==> src/rtl/bus_handshake_bridge_if.sv <==
`default_nettype none
// ============================================================================
//  Module      : bus_handshake_bridge_if
//  Description : Handshake and bus bundle between the clocked bridge, its
//                upstream producer / downstream consumer and the
//                asynchronous stage it drives.
//  Revision    : 1.0  initial release
// ============================================================================
interface bus_handshake_bridge_if #(
  parameter int IN_W  = 3,
  parameter int OUT_W = 2
);
  // Upstream word sink
  logic             s_valid;
  logic             s_ready;
  logic [IN_W-1:0]  s_data;
  // Asynchronous stage buses
  logic [IN_W-1:0]  bus_in;
  logic [OUT_W-1:0] bus_out;
  // Result source
  logic             m_valid;
  logic             m_ready;
  logic [OUT_W-1:0] m_data;
  logic [IN_W-1:0]  m_word;
  // Status
  logic             busy;

  // Bridge side
  modport master (
    input  s_valid, s_data, bus_out, m_ready,
    output s_ready, bus_in, m_valid, m_data, m_word, busy
  );

  // Environment side (producer, consumer and downstream stage)
  modport slave (
    output s_valid, s_data, bus_out, m_ready,
    input  s_ready, bus_in, m_valid, m_data, m_word, busy
  );
endinterface
`default_nettype wire

==> src/rtl/bus_handshake_bridge.sv <==
`default_nettype none
// ============================================================================
//  Module      : bus_handshake_bridge
//  Description : Launches words onto the input bus of an asynchronous stage,
//                waits a fixed settle window, samples the synchronised output
//                bus and returns it on a valid/ready source. Optionally
//                inserts an all-zero spacer between words (return-to-zero).
//  Revision    : 1.0  initial release
// ============================================================================
module bus_handshake_bridge #(
  parameter int IN_W        = 3,
  parameter int OUT_W       = 2,
  parameter int SETTLE      = 4,  // must be >= 1
  parameter int SYNC_STAGES = 2,  // must be >= 2
  parameter int RTZ         = 1   // 1 = all-zero spacer after each word
) (
  input  wire logic              clk,
  input  wire logic              rst,
  bus_handshake_bridge_if.master bus
);

  // Full wait window: settle time plus synchroniser latency.
  localparam int c_WIN   = SETTLE + SYNC_STAGES;
  localparam int c_CNT_W = $clog2(c_WIN + 1);
  localparam logic [c_CNT_W-1:0] c_CNT_LAST = c_CNT_W'(c_WIN - 1);

  typedef enum logic [1:0] {
    ST_IDLE   = 2'd0,
    ST_SETTLE = 2'd1,
    ST_HOLD   = 2'd2,
    ST_SPACER = 2'd3
  } state_t;

  state_t                              r_state;
  logic [c_CNT_W-1:0]                  r_cnt;
  logic                                r_s_ready;
  logic [IN_W-1:0]                     r_bus_in;
  logic                                r_m_valid;
  logic [OUT_W-1:0]                    r_m_data;
  logic [IN_W-1:0]                     r_m_word;
  logic [SYNC_STAGES-1:0][OUT_W-1:0]   r_sync;

  logic                                w_accept;
  logic                                w_release;

  assign w_accept  = bus.s_valid & r_s_ready;
  assign w_release = r_m_valid & bus.m_ready;

  // Synchroniser chain on the asynchronous output bus; only the last stage is sampled.
  always_ff @(posedge clk or posedge rst) begin
    if (rst) begin
      r_sync <= '0;
    end else begin
      r_sync <= {r_sync[SYNC_STAGES-2:0], bus.bus_out};
    end
  end

  // Control FSM: accept, settle, hold result until taken, optional spacer.
  always_ff @(posedge clk or posedge rst) begin
    if (rst) begin
      r_state   <= ST_IDLE;
      r_cnt     <= '0;
      r_s_ready <= 1'b0;
      r_bus_in  <= '0;
      r_m_valid <= 1'b0;
      r_m_data  <= '0;
      r_m_word  <= '0;
    end else begin
      case (r_state)
        ST_IDLE: begin
          if (w_accept) begin
            r_bus_in  <= bus.s_data;
            r_m_word  <= bus.s_data;
            r_cnt     <= '0;
            r_s_ready <= 1'b0;
            r_state   <= ST_SETTLE;
          end else begin
            // Ready comes up one edge after reset release and stays up while idle.
            r_s_ready <= 1'b1;
          end
        end

        ST_SETTLE: begin
          if (r_cnt == c_CNT_LAST) begin
            r_m_data  <= r_sync[SYNC_STAGES-1];
            r_m_valid <= 1'b1;
            r_cnt     <= '0;
            r_state   <= ST_HOLD;
          end else begin
            r_cnt <= r_cnt + 1'b1;
          end
        end

        ST_HOLD: begin
          if (w_release) begin
            r_m_valid <= 1'b0;
            if (RTZ != 0) begin
              // Return the stage to its all-low state before the next word.
              r_bus_in <= '0;
              r_cnt    <= '0;
              r_state  <= ST_SPACER;
            end else begin
              r_s_ready <= 1'b1;
              r_state   <= ST_IDLE;
            end
          end
        end

        ST_SPACER: begin
          if (r_cnt == c_CNT_LAST) begin
            r_s_ready <= 1'b1;
            r_cnt     <= '0;
            r_state   <= ST_IDLE;
          end else begin
            r_cnt <= r_cnt + 1'b1;
          end
        end

        default: begin
          r_state   <= ST_IDLE;
          r_cnt     <= '0;
          r_s_ready <= 1'b0;
          r_bus_in  <= '0;
          r_m_valid <= 1'b0;
        end
      endcase
    end
  end

  assign bus.s_ready = r_s_ready;
  assign bus.bus_in  = r_bus_in;
  assign bus.m_valid = r_m_valid;
  assign bus.m_data  = r_m_data;
  assign bus.m_word  = r_m_word;
  assign bus.busy    = (r_state != ST_IDLE);

endmodule
`default_nettype wire

==> src/flat_wrapper.sv <==
// flat-port wrapper written by rule: the top's interface ports become plain ports
module bus_handshake_bridge_flat 
#(
  parameter int IN_W        = 3,
  parameter int OUT_W       = 2,
  parameter int SETTLE      = 4,                 
  parameter int SYNC_STAGES = 2,                 
  parameter int RTZ         = 1                                         
)
  (clk, rst, bus_s_valid, bus_s_data, bus_bus_out, bus_m_ready, bus_s_ready, bus_bus_in, bus_m_valid, bus_m_data, bus_m_word, bus_busy);
  bus_handshake_bridge_if #(.IN_W(IN_W), .OUT_W(OUT_W)) bus_i ();
  input  wire logic clk;
  input  wire logic rst;
  input wire logic [$bits(bus_i.s_valid)-1:0] bus_s_valid;
  input wire logic [$bits(bus_i.s_data)-1:0] bus_s_data;
  input wire logic [$bits(bus_i.bus_out)-1:0] bus_bus_out;
  input wire logic [$bits(bus_i.m_ready)-1:0] bus_m_ready;
  output wire logic [$bits(bus_i.s_ready)-1:0] bus_s_ready;
  output wire logic [$bits(bus_i.bus_in)-1:0] bus_bus_in;
  output wire logic [$bits(bus_i.m_valid)-1:0] bus_m_valid;
  output wire logic [$bits(bus_i.m_data)-1:0] bus_m_data;
  output wire logic [$bits(bus_i.m_word)-1:0] bus_m_word;
  output wire logic [$bits(bus_i.busy)-1:0] bus_busy;
  assign bus_i.s_valid = bus_s_valid;
  assign bus_i.s_data = bus_s_data;
  assign bus_i.bus_out = bus_bus_out;
  assign bus_i.m_ready = bus_m_ready;
  assign bus_s_ready = bus_i.s_ready;
  assign bus_bus_in = bus_i.bus_in;
  assign bus_m_valid = bus_i.m_valid;
  assign bus_m_data = bus_i.m_data;
  assign bus_m_word = bus_i.m_word;
  assign bus_busy = bus_i.busy;
  bus_handshake_bridge #(.IN_W(IN_W), .OUT_W(OUT_W), .SETTLE(SETTLE), .SYNC_STAGES(SYNC_STAGES), .RTZ(RTZ)) u_core (.clk(clk), .rst(rst), .bus(bus_i));
endmodule
==> config.mk <==
export PLATFORM = sky130hd
export DESIGN_NAME = bus_handshake_bridge_flat
export DESIGN_NICKNAME = d
export VERILOG_FILES = /design/src/rtl/bus_handshake_bridge_if.sv /design/src/rtl/bus_handshake_bridge.sv /design/src/flat_wrapper.sv
export SDC_FILE = /design/constraint.sdc
export NUM_CORES = 1
export LEC_CHECK = 0
export CAP_MARGIN = 20
export CORE_MARGIN = 5
export CORE_UTILIZATION = 48
export CTS_CLUSTER_DIAMETER = 80
export DETAILED_ROUTE_END_ITERATION = 7
export PLACE_DENSITY = 0.78
export RECOVER_POWER = 50
export SYNTH_ARGS = -nofsm -noshare
export SYNTH_HDL_FRONTEND = slang
export SYNTH_SLANG_ARGS = --single-unit
==> constraint.sdc <==
create_clock -name clk -period 2.55 [get_ports clk]
set_clock_uncertainty 0.2 [all_clocks]
set_input_delay 0.255 -clock clk [delete_from_list [all_inputs] [get_ports clk]]
set_output_delay 0.255 -clock clk [all_outputs]
set_load 0.05 [all_outputs]
==> flow_summary.toml, run 1 <==
[logic_synthesis]
synth_largest_area_cell = "dfrtp_1"
ys_ff_latch = 19
syn-cell-area_um2 = 902
avgSynthCellArea_um2 = 11.7
synth_top_family_by_area = "compound AO/OA/AOI/OAI gates"
yosysWarnings = 0
synth.top_cell.area_share = 0.527
ys_types = 27
synth_cells = 77
synth_compound_gate_area_share = 0.164
yosys.area_share.simple = 0.121
synth_xor_area_frac = 0
syn_nets = 91
synthMuxAreaShare = 0.0652
synthAdderAreaFrac = 0.0693
synth_seq_area_share = 0.527
synth_area_leaders = "dfrtp_1 (53%), ha_1 (6.9%), mux2_2 (3.7%), inv_1 (2.9%), nand2_1 (2.9%)"

[setup_path]
cp_slowest_cell = "clkdlybuf4s50_1"
crit_buf_inv = 3
max_stage_delay_ps = 810
critPathRequiredTime_ps = 2100
critPathLaunchType = "register"
crit_path_cell_trace = "inv_1 -> ha_1 -> inv_1 -> clkdlybuf4s50_1"
crit_cells = 4
worstRegToRegCells = 5
arrival_ps = 2000
crit_top_cell = "inv_1"
worstSetupEndpointType = "primary output"
cp_top_family = "buffers and inverters"
critPathMaxFanout = 8
setup.worst_path.class = "register to primary output"

[route]
finalWirelength_um = 1730
via_count = 634
drt_iter0_drc = 4
drc = 0
wl_per_cell_um = 13.9
ant_nets = 0
firstDrtPassIters = 4
viasPerCell = 5.11

[timing]
fmax_mhz = 408
fin_crit_ps = 2450
post-route-period-util = 0.962
worst_pin_slew_ps = 694
setup_tns_ps = 0
grt_setup_unrepaired = "false"
hold_viol = 0
holdWs_ps = 161
slew_headroom = 0.537
slew_violations = 0
setup_violations = 0

[clock_tree]
clk_pin_slew_worst_paths_ps = 100
cts_sinks = 19
cts_hold_buf = 0
postCtsSetupBuffers = 0
cts_tree = "done"
clk_latency_ps = 300
htreeDepth = 1
clk_path_buf_depth = 2
clock-root-buffer = "clkbuf_4"
cts_buffers = 3
cts_resized = 0

[placement]
dp.cells = 120
dp_hpwl_um = 1370
portBuffers = 19
gp_congestion = 0.797

[layout]
drive_above_1_share = 0.141
stdcell_count = 124
areaGrowthSynthToFinish_pct = 25.9
fillers = 146
fin_util = 0.644
diodes = 0
final_nets = 114

[die]
initial_utilization = 0.511
die_area_um2 = 2850
io_pins = 20
coreArea_um2 = 1760
fp.dieH_um = 53.4
rows = 15
die_w_um = 53.4

[flow_run]
drv_cap = 0

[min_path]
min_path_type = "register to register"
hold_depth = 0

[global_route]
overflow = 0
antenna_found_initial = 0
grt_max_degree = 20
grt_pass1_vias = 643
grt_pass1_wl_um = 2950
track_usage = 0.150

[power]
ir_drop_mv = 0.639
finalPower_mw = 1.50
cellLeakagePower_nw = 0.507
power.density_nw_per_um2 = 1320

[run_status]
outcome = "finished, final reports clean"
-- state kept, by name, summed over array words and instances (netlist names) --
| register | flops |
|---|---|
| u_core.r_cnt | 3 |
| u_core.bus.bus_in | 3 |
| u_core.bus.s_ready | 1 |
| u_core.bus.m_word | 3 |
| u_core.r_sync | 4 |
| u_core.r_state | 2 |
| u_core.bus.m_valid | 1 |
| u_core.bus.m_data | 2 |
-- layer usage --
metal  up-vias  track usage  wire [µm]
met2        10        0.233        854
met4         0       0.0894         38
met1       305        0.188        782
li1        315            -          -
met3         4       0.0338         51
met5         -            0          0
-- synth_stat cells (all sizes together) --
cell / instances
o21ba: 1
o31ai: 1
nor2: 4
o22a: 1
ha: 5
a21boi: 4
nand3: 3
o21ai: 2
mux2i: 1
nor3: 1
and3b: 1
inv: 7
a211oi: 1
nand3b: 1
dfrtp: 19
nand2: 7
o2bb2ai: 3
a21oi: 2
buf: 2
mux2: 4
nand4: 3
o32ai: 2
or2: 2
-- through the flow --
step	setup WS, ps	cell area (µm²)
after global routing	0.445	1140
final	96.4	1140
after floorplan	641	902
after CTS	89.0	1140
after detailed placement	429	1110
after global placement	468	1110
-- layout make-up --
| class | instances | area, µm² | share of cell area |
|---|---|---|---|
| clock buffers | 3 | 22.5 | 0.0198 |
| clock inverters | 1 | 5.00 | 0.00441 |
| inverters | 7 | 26.3 | 0.0231 |
| multi-input cells | 49 | 378 | 0.333 |
| flip-flops and latches | 19 | 475 | 0.419 |
| well taps | 25 | 31.3 | 0.0275 |
| repair buffers | 20 | 198 | 0.174 |
-- final timing paths --
check                                                   end                          start  slack, ps
max reg2reg                   u_core.r_state[1]$_DFFE_PP0P_  u_core.r_state[1]$_DFFE_PP0P_        480
max in group asynchronous  u_core.bus.bus_in[1]$_DFFE_PP0P_                            rst       1430
min reg2reg                      u_core.r_sync[3]$_DFF_PP0_     u_core.r_sync[1]$_DFF_PP0_        160
min                              u_core.r_sync[3]$_DFF_PP0_     u_core.r_sync[1]$_DFF_PP0_        160
min in group asynchronous        u_core.r_sync[1]$_DFF_PP0_                            rst        290
max                                                bus_busy  u_core.r_state[0]$_DFFE_PP0P_        100
-- layout by cell type (no fill, tap or decap), types with 2 or more instances in the layout --
cell and instances:
a21boi_0 2, a21oi_1 2, clkbuf_4 3, clkdlybuf4s50_1 16, dfrtp_1 19, dlygate4sd3_1 3
ha_1 5, inv_1 7, mux2_2 3, nand2_1 7, nand3_1 3, nand4_1 3
nor2_1 4, o21ai_0 2, o2bb2ai_1 3, o32ai_1 2
-- worst register-to-register path, stage by stage, from the launching register on --
cell and delay, ps:
dfrtp_1 390, inv_1 90, ha_1 270, or2_2 330
a211oi_2 310, mux2_2 370
-- cells by family after synthesis --
kind of cell | after synthesis
AND/OR/NAND/NOR | 22
multiplexers | 5
buffers and inverters | 9
AO/OA/AOI/OAI | 17
adder cells (fa/ha/maj) | 5
flip-flops | 19
-- where the power goes --
part           internal (mW)  total [mW]  switching, mW  leakage, nW
logic                  0.349       0.875          0.526        0.258
clock network         0.0585       0.151         0.0924       0.0177
registers              0.399       0.477         0.0782        0.231
Note: power is estimated with default switching activity, not from simulation.
==> run 2, diff against run 1 <==
--- a/config.mk
+++ b/config.mk
@@ -9,6 +9,7 @@
 export CORE_MARGIN = 5
 export CORE_UTILIZATION = 48
 export CTS_CLUSTER_DIAMETER = 80
+export CTS_CLUSTER_SIZE = 30
 export DETAILED_ROUTE_END_ITERATION = 7
 export PLACE_DENSITY = 0.78
 export RECOVER_POWER = 50
==> results of run 2 <==
The final DEF is identical to that of run 1; final timing and power are the same.
